File: src/rtl/lcd_pcf8574_packer_pkg.sv
// lcd_pkg: shared PCF8574 bit map, FSM states, LCD opcodes and timing helpers for the LCD packer.
package lcd_pkg;
  localparam int BIT_RS = 0;
  localparam int BIT_RW = 1;
  localparam int BIT_EN = 2;
  localparam int BIT_BL = 3;
  localparam logic [7:0] CLEAR = 8'h01;
  localparam logic [7:0] HOME = 8'h02;
  typedef enum logic [2:0] {IDLE, LOAD, SEND, WAIT, DELAY} state_t;
  function automatic int us_to_cycles(input int clk_hz, input int us);
    return clk_hz / 1_000_000 * us;
  endfunction
  function automatic logic [7:0] pcf_byte(input logic [3:0] nib, input logic bl, input logic en, input logic rs);
    logic [7:0] b;
    b = '0;
    b[7:4] = nib;
    b[BIT_BL] = bl;
    b[BIT_EN] = en;
    b[BIT_RW] = 1'b0;
    b[BIT_RS] = rs;
    return b;
  endfunction
endpackage

File: src/rtl/lcd_pcf8574_packer_if.sv
// lcd_pcf8574_packer_if: command handshake from the sequencer plus byte handshake to master_i2c.
interface lcd_pcf8574_packer_if;
  logic       cmd_valid;
  logic       cmd_ready;
  logic [7:0] cmd_data;
  logic       cmd_rs;
  logic       cmd_nib;
  logic       i2c_valid;
  logic       i2c_ready;
  logic [6:0] i2c_addr;
  logic [7:0] i2c_byte;
  logic       i2c_done;
  logic       i2c_nack;
  modport slave (
    input  cmd_valid, cmd_data, cmd_rs, cmd_nib, i2c_ready, i2c_done, i2c_nack,
    output cmd_ready, i2c_valid, i2c_addr, i2c_byte
  );
  modport master (
    output cmd_valid, cmd_data, cmd_rs, cmd_nib, i2c_ready, i2c_done, i2c_nack,
    input  cmd_ready, i2c_valid, i2c_addr, i2c_byte
  );
endinterface

File: src/rtl/lcd_pcf8574_packer_delay_timer.sv
// lcd_delay_timer: loadable down-counter that parks at zero; expired is high whenever the count is zero.
module lcd_delay_timer #(
  parameter int W = 16
) (
  input  logic         clk,
  input  logic         rst_n,
  input  logic         load,
  input  logic [W-1:0] load_val,
  output logic         expired
);
  logic [W-1:0] cnt_q, cnt_d;
  // Load has priority; otherwise count down and stop at zero.
  always_comb cnt_d = load ? load_val : (cnt_q != '0) ? cnt_q - W'(1) : cnt_q;
  // Counter register.
  always_ff @(posedge clk)
    if (!rst_n) cnt_q <= '0;
    else cnt_q <= cnt_d;
  assign expired = cnt_q == '0;
endmodule

File: src/rtl/lcd_pcf8574_packer.sv
// lcd_pcf8574_packer: expands LCD bytes into 4-bit PCF8574 EN-strobed bytes for master_i2c, then waits the HD44780 execution time. Optional LCD_BACKLIGHT_CTRL_EN adds bl_on.
module lcd_pcf8574_packer
  import lcd_pkg::*;
#(
  parameter int         CLK_HZ   = 50_000_000,
  parameter logic [6:0] I2C_ADDR = 7'h27,
  parameter int         SHORT_US = 50,
  parameter int         LONG_US  = 2000
) (
  input  logic clk,
  input  logic rst_n,
`ifdef LCD_BACKLIGHT_CTRL_EN
  input  logic bl_on,
`endif
  lcd_pcf8574_packer_if.slave bus,
  output logic busy,
  output logic nack_err
);
  localparam int SHORT_CYC = us_to_cycles(CLK_HZ, SHORT_US);
  localparam int LONG_CYC  = us_to_cycles(CLK_HZ, LONG_US);
  localparam int CW = (LONG_CYC > 2) ? $clog2(LONG_CYC) : 1;
  state_t state_q, state_d;
  logic [7:0] data_q, data_d;
  logic rs_q, rs_d, nib_q, nib_d, long_q, long_d;
  logic [1:0] idx_q, idx_d;
  logic cmd_ready_q, cmd_ready_d, i2c_valid_q, i2c_valid_d, nack_err_q, nack_err_d;
  logic [7:0] i2c_byte_q, i2c_byte_d;
  logic accept, last, timer_load, expired, bl;
  logic [3:0] nib;
  assign accept = bus.cmd_valid && cmd_ready_q;
`ifdef LCD_BACKLIGHT_CTRL_EN
  localparam logic [7:0] RST_BYTE = 8'h00;
  logic bl_q, bl_d;
  assign bl_d = accept ? bl_on : bl_q;
  // Backlight level is captured per command so every byte of it agrees.
  always_ff @(posedge clk)
    if (!rst_n) bl_q <= 1'b0;
    else bl_q <= bl_d;
  assign bl = bl_q;
`else
  localparam logic [7:0] RST_BYTE = 8'h08;
  assign bl = 1'b1;
`endif
  // Next-state and output decode for the expand/send/wait/delay sequence.
  always_comb begin
    state_d = state_q;
    data_d = data_q;
    rs_d = rs_q;
    nib_d = nib_q;
    long_d = long_q;
    idx_d = idx_q;
    i2c_valid_d = i2c_valid_q;
    i2c_byte_d = i2c_byte_q;
    nack_err_d = nack_err_q;
    timer_load = 1'b0;
    nib = idx_q[1] ? data_q[3:0] : data_q[7:4];
    last = nib_q ? idx_q == 2'd1 : idx_q == 2'd3;
    case (state_q)
      IDLE: if (accept) begin
        data_d = bus.cmd_data;
        rs_d = bus.cmd_rs;
        nib_d = bus.cmd_nib;
        long_d = !bus.cmd_rs && (bus.cmd_data == CLEAR || bus.cmd_data[7:1] == HOME[7:1]);
        idx_d = 2'd0;
        state_d = LOAD;
      end
      LOAD: begin
        i2c_byte_d = pcf_byte(nib, bl, ~idx_q[0], rs_q);
        i2c_valid_d = 1'b1;
        state_d = SEND;
      end
      SEND: if (bus.i2c_ready) begin
        i2c_valid_d = 1'b0;
        state_d = WAIT;
      end
      WAIT: if (bus.i2c_done) begin
        if (bus.i2c_nack) begin
          nack_err_d = 1'b1;
          state_d = IDLE;
        end else if (last) begin
          timer_load = 1'b1;
          state_d = DELAY;
        end else begin
          idx_d = idx_q + 2'd1;
          state_d = LOAD;
        end
      end
      DELAY: state_d = expired ? IDLE : DELAY;
      default: state_d = IDLE;
    endcase
    cmd_ready_d = state_d == IDLE;
  end
  // State and registered outputs; reset discards any command in flight.
  always_ff @(posedge clk)
    if (!rst_n) begin
      state_q <= IDLE;
      data_q <= '0;
      rs_q <= 1'b0;
      nib_q <= 1'b0;
      long_q <= 1'b0;
      idx_q <= '0;
      cmd_ready_q <= 1'b0;
      i2c_valid_q <= 1'b0;
      i2c_byte_q <= RST_BYTE;
      nack_err_q <= 1'b0;
    end else begin
      state_q <= state_d;
      data_q <= data_d;
      rs_q <= rs_d;
      nib_q <= nib_d;
      long_q <= long_d;
      idx_q <= idx_d;
      cmd_ready_q <= cmd_ready_d;
      i2c_valid_q <= i2c_valid_d;
      i2c_byte_q <= i2c_byte_d;
      nack_err_q <= nack_err_d;
    end
  lcd_delay_timer #(.W(CW)) u_timer (
    .clk(clk),
    .rst_n(rst_n),
    .load(timer_load),
    .load_val(CW'(long_q ? LONG_CYC - 1 : SHORT_CYC - 1)),
    .expired(expired)
  );
  assign bus.cmd_ready = cmd_ready_q;
  assign bus.i2c_valid = i2c_valid_q;
  assign bus.i2c_byte = i2c_byte_q;
  assign bus.i2c_addr = I2C_ADDR;
  assign busy = state_q != IDLE;
  assign nack_err = nack_err_q;
endmodule
File: src/flat_wrapper.sv
// flat-port wrapper written by rule: the top's interface ports become plain ports
module lcd_pcf8574_packer_flat import lcd_pkg::*;
#(
  parameter int         CLK_HZ   = 50_000_000,
  parameter logic [6:0] I2C_ADDR = 7'h27,
  parameter int         SHORT_US = 50,
  parameter int         LONG_US  = 2000
)
  (clk, rst_n, busy, nack_err, bus_cmd_valid, bus_cmd_data, bus_cmd_rs, bus_cmd_nib, bus_i2c_ready, bus_i2c_done, bus_i2c_nack, bus_cmd_ready, bus_i2c_valid, bus_i2c_addr, bus_i2c_byte);
  lcd_pcf8574_packer_if bus_i ();
  input  logic clk;
  input  logic rst_n;
  output logic busy;
  output logic nack_err;
  input wire logic [$bits(bus_i.cmd_valid)-1:0] bus_cmd_valid;
  input wire logic [$bits(bus_i.cmd_data)-1:0] bus_cmd_data;
  input wire logic [$bits(bus_i.cmd_rs)-1:0] bus_cmd_rs;
  input wire logic [$bits(bus_i.cmd_nib)-1:0] bus_cmd_nib;
  input wire logic [$bits(bus_i.i2c_ready)-1:0] bus_i2c_ready;
  input wire logic [$bits(bus_i.i2c_done)-1:0] bus_i2c_done;
  input wire logic [$bits(bus_i.i2c_nack)-1:0] bus_i2c_nack;
  output wire logic [$bits(bus_i.cmd_ready)-1:0] bus_cmd_ready;
  output wire logic [$bits(bus_i.i2c_valid)-1:0] bus_i2c_valid;
  output wire logic [$bits(bus_i.i2c_addr)-1:0] bus_i2c_addr;
  output wire logic [$bits(bus_i.i2c_byte)-1:0] bus_i2c_byte;
  assign bus_i.cmd_valid = bus_cmd_valid;
  assign bus_i.cmd_data = bus_cmd_data;
  assign bus_i.cmd_rs = bus_cmd_rs;
  assign bus_i.cmd_nib = bus_cmd_nib;
  assign bus_i.i2c_ready = bus_i2c_ready;
  assign bus_i.i2c_done = bus_i2c_done;
  assign bus_i.i2c_nack = bus_i2c_nack;
  assign bus_cmd_ready = bus_i.cmd_ready;
  assign bus_i2c_valid = bus_i.i2c_valid;
  assign bus_i2c_addr = bus_i.i2c_addr;
  assign bus_i2c_byte = bus_i.i2c_byte;
  lcd_pcf8574_packer #(.CLK_HZ(CLK_HZ), .I2C_ADDR(I2C_ADDR), .SHORT_US(SHORT_US), .LONG_US(LONG_US)) u_core (.clk(clk), .rst_n(rst_n), .bus(bus_i), .busy(busy), .nack_err(nack_err));
endmodule
File: config.mk
export PLATFORM = sky130hd
export DESIGN_NAME = lcd_pcf8574_packer_flat
export DESIGN_NICKNAME = d
export VERILOG_FILES = /design/src/rtl/lcd_pcf8574_packer_pkg.sv /design/src/rtl/lcd_pcf8574_packer_if.sv /design/src/rtl/lcd_pcf8574_packer_delay_timer.sv /design/src/rtl/lcd_pcf8574_packer.sv /design/src/flat_wrapper.sv
export SDC_FILE = /design/constraint.sdc
export NUM_CORES = 1
export LEC_CHECK = 0
export BUFFER_PORTS_ARGS = -buffer_cell sky130_fd_sc_hd__buf_2
export CORE_ASPECT_RATIO = 1.75
export CORE_MARGIN = 1
export CORE_UTILIZATION = 60
export CTS_CLUSTER_DIAMETER = 200
export DETAILED_ROUTE_END_ITERATION = 10
export PLACE_DENSITY = 0.8
export REMOVE_ABC_BUFFERS = 1
export SLEW_MARGIN = 20
export SYNTH_ARGS = -nofsm -noshare
export SYNTH_HDL_FRONTEND = slang
export SYNTH_SLANG_ARGS = --single-unit
File: constraint.sdc
create_clock -name clk -period 4 [get_ports clk]
set_clock_uncertainty 0.15 [all_clocks]
set_input_delay 0.4 -clock clk [delete_from_list [all_inputs] [get_ports clk]]
set_output_delay 0.4 -clock clk [all_outputs]
set_load 0.01 [all_outputs]
==> results.py <==
metrics = {
    "die": {
        "die_x_um": 47.09,
        "fp.dieH_um": 80.90,
        "start_util_pct": 62.81,
        "core_um2": 3398,
        "io-pin-count": 35,
        "die-area_um2": 3809,
        "rows": 28,
    },
    "cells_and_area": {
        "drive_above_1_share_pct": 15.38,
        "mostFrequentLayoutCells": "42 x dfxtp_1, 33 x nand2_1, 25 x buf_2",
        "fillers": 321,
        "syn2layout_area_growth_pct": 7.093,
        "nNetsFinal": 278,
        "seq_area_um2": 840.8,
        "final-instance-count-excl-fill": 305,
        "final_common_cell": "dfxtp_1",
        "multi_input_area_um2": 1166,
        "antenna_cells": 0,
    },
    "place": {
        "place.gp.congestion": 0.8764,
        "port_buffers": 25,
        "place_ws_ps": 1836,
        "dp_hpwl_um": 3077,
        "dp_cells": 298,
    },
    "routing": {
        "wl_per_cell_um": 13.90,
        "wl_um": 4241,
        "dr.pass1.iters": 4,
        "drc": 0,
        "dr_total_vias": 1779,
        "dr.first_iter.drc_count": 25,
        "ant_nets": 0,
        "viasPerCell": 5.833,
    },
    "global_routing": {
        "grt_pass1_vias": 1631,
        "grt_antenna_before_repair": 0,
        "grt_max_degree": 38,
        "grt_usage_pct": 25.41,
        "overflow": 0,
        "grt_pass1_wl_um": 6982,
    },
    "sta": {
        "finalWorstSetupSlack_ps": 1845,
        "hold_violations": 0,
        "final.setup.tns_ps": 0,
        "fin_crit_sh_pct": 53.88,
        "drv_slew": 0,
        "rsz0062_at_grt": "no",
        "period_minus_slack_ps": 2155,
        "setup_viol": 0,
        "relSlewSlack_pct": 49.04,
        "tightestPinTransition_ps": 761.5,
        "max_clock_freq_ghz": 0.4640,
    },
    "clock_network": {
        "clk_pin_slew_ps": 80,
        "cts_resized": 0,
        "clockRootBuffer": "clkbuf_8",
        "cts_sinks": 42,
        "post-cts-setup-buffer-count": 0,
        "cts_hold_repair.buffers": 0,
        "clock_latency_ps": 290,
        "clk_path_buf_depth": 2,
        "numCtsBuffers": 5,
        "cts_tree": "yes",
        "h-tree-depth": 2,
    },
    "synth": {
        "ys.warnings.count": 0,
        "yosys.area_share.simple_pct": 25.91,
        "netlist_area_um2": 2135,
        "synthAdderAreaFrac_pct": 1.172,
        "synth-edff-count": 0,
        "syn_area_per_cell_um2": 8.712,
        "synth_top_area_share_pct": 39.39,
        "ys_async_sr_fraction_pct": 0,
        "synth_cell_type_count": 49,
        "synthTopCellsByArea": "dfxtp_1 39%, nand2_1 5.8%, a21boi_0 5.6%, mux2i_1 3.3%, buf_4 3.2%",
        "syn_inst": 245,
        "synth_seq_area_share_pct": 39.39,
        "yosys_register_bits": 42,
        "synth_compound_area_share_pct": 18.58,
        "synth_top_family_by_area": "simple AND/OR/NAND/NOR gates",
        "synthMuxAreaShare_pct": 3.283,
        "yosysTopAreaCell": "dfxtp_1",
        "synth-main-ff-cell": "dfxtp_1",
        "synth_xor_area_share_pct": 4.103,
    },
    "power": {
        "p_leak_nw": 0.9729,
        "ir_drop_v": 0.0004111,
        "p_per_area_nw_per_um2": 609.7,
    },
    "min_path": {
        "holdCritPathClass": "input port to flip-flop",
    },
    "worst_setup_path": {
        "worstSetupPathType": "flip-flop to flip-flop",
        "end_kind": "flip-flop",
        "crit_fanout": 4,
        "critical_path_required_ps": 4090,
        "critPathLaunchType": "flip-flop",
        "r2r_slack_ps": 1840,
        "cp.arrival_ps": 2250,
    },
    "run": {
        "cap_violations": 0,
    },
    "outcome": {
        "outcome": "finished, final reports clean",
    },
}
==> logic make-up after synthesis <==
group | after synthesis
AO/OA/AOI/OAI | 54
XOR/XNOR | 10
adder cells (fa/ha/maj) | 2
buffers and inverters | 29
flip-flops | 42
multiplexers | 7
other | 2
AND/OR/NAND/NOR | 99
==> layout make-up <==
type                       count  area share, %
timing repair buffer          25          5.473
clock buffer                   5          3.010
sequential                    42          36.78
inverter                       5         0.8210
tap                           45          2.463
clock inverter                 2         0.4379
multi-input combinational    181          51.01
==> power breakdown <==
part / total [mW] / leakage (nW) / internal (mW) / switching [mW]
registers: 0.581 / 0.343 / 0.497 / 0.0844
clock network: 0.255 / 0.0438 / 0.117 / 0.138
logic: 0.558 / 0.586 / 0.255 / 0.303
==> per-layer routing <==
metal | global-route usage, % | part of all wire (%)
met2 | 45.00 | 55
met1 | 26.88 | 39
met4 | 12.29 | 2.6
met3 | 5.333 | 3.3
met5 | 0 | 0
==> state kept, by name (all words and copies together) (netlist names) <==
name                  count
u_core.u_timer.cnt_q     17
u_core.data_q             8
u_core.bus.i2c_byte       6
u_core.state_q            3
u_core.idx_q              2
u_core.bus.cmd_ready      1
u_core.bus.i2c_valid      1
u_core.long_q             1
u_core.nack_err           1
u_core.nib_q              1
u_core.rs_q               1
==> final timing paths <==
check / start / end / cells past startpoint
worst min-delay path: bus_cmd_rs / u_core.rs_q / 3
worst max-delay path: u_core.u_timer.cnt_q[0] / u_core.u_timer.cnt_q[6] / 6
worst min register to register: u_core.nack_err / u_core.nack_err / 1
worst max register to register: u_core.u_timer.cnt_q[0] / u_core.u_timer.cnt_q[6] / 6
==> stage by stage <==
step | power [mW] | util [%] | area (um2) | hold slack, ps
final | 1.394 | 67.27 | 2286 | 211.4
after global routing | 1.497 | 67.27 | 2286 | 209.2
after CTS | 1.402 | 67.27 | 2286 | 202.0
after detailed placement | 1.134 | 64.95 | 2207 | 299.4
after global placement | 1.125 | 64.95 | 2207 | 293.8
after floorplan | 1.003 | - | 2026 | 292.8
==> worst max-delay path: stages (launching register included) <==
cell	delay, ps
dfxtp_1	330
inv_1	120
ha_1	220
or3b_2	500
or4_1	410
a211oi_1	240
o21a_1	130
==> cells in the mapped netlist, types with 2 or more instances <==
cell / instances
a211oi_1: 4
a21boi_0: 16
a21oi_1: 4
and2_1: 3
and3_1: 5
and4b_1: 2
buf_2: 3
buf_4: 9
clkbuf_1: 11
conb_1: 2
dfxtp_1: 42
ha_1: 2
inv_1: 5
mux2i_1: 7
nand2_1: 33
nand3_1: 7
nand3b_1: 2
nand4_1: 3
nor2_1: 8
nor3_1: 7
nor3b_1: 3
nor4_1: 5
nor4_2: 2
nor4b_1: 2
o211a_1: 5
o21a_1: 5
o21ai_0: 10
o31ai_1: 2
or2_2: 2
or3_1: 4
or3b_2: 2
or4_1: 3
xnor2_1: 5
xor2_1: 5
(Power assumes the default switching activity.)
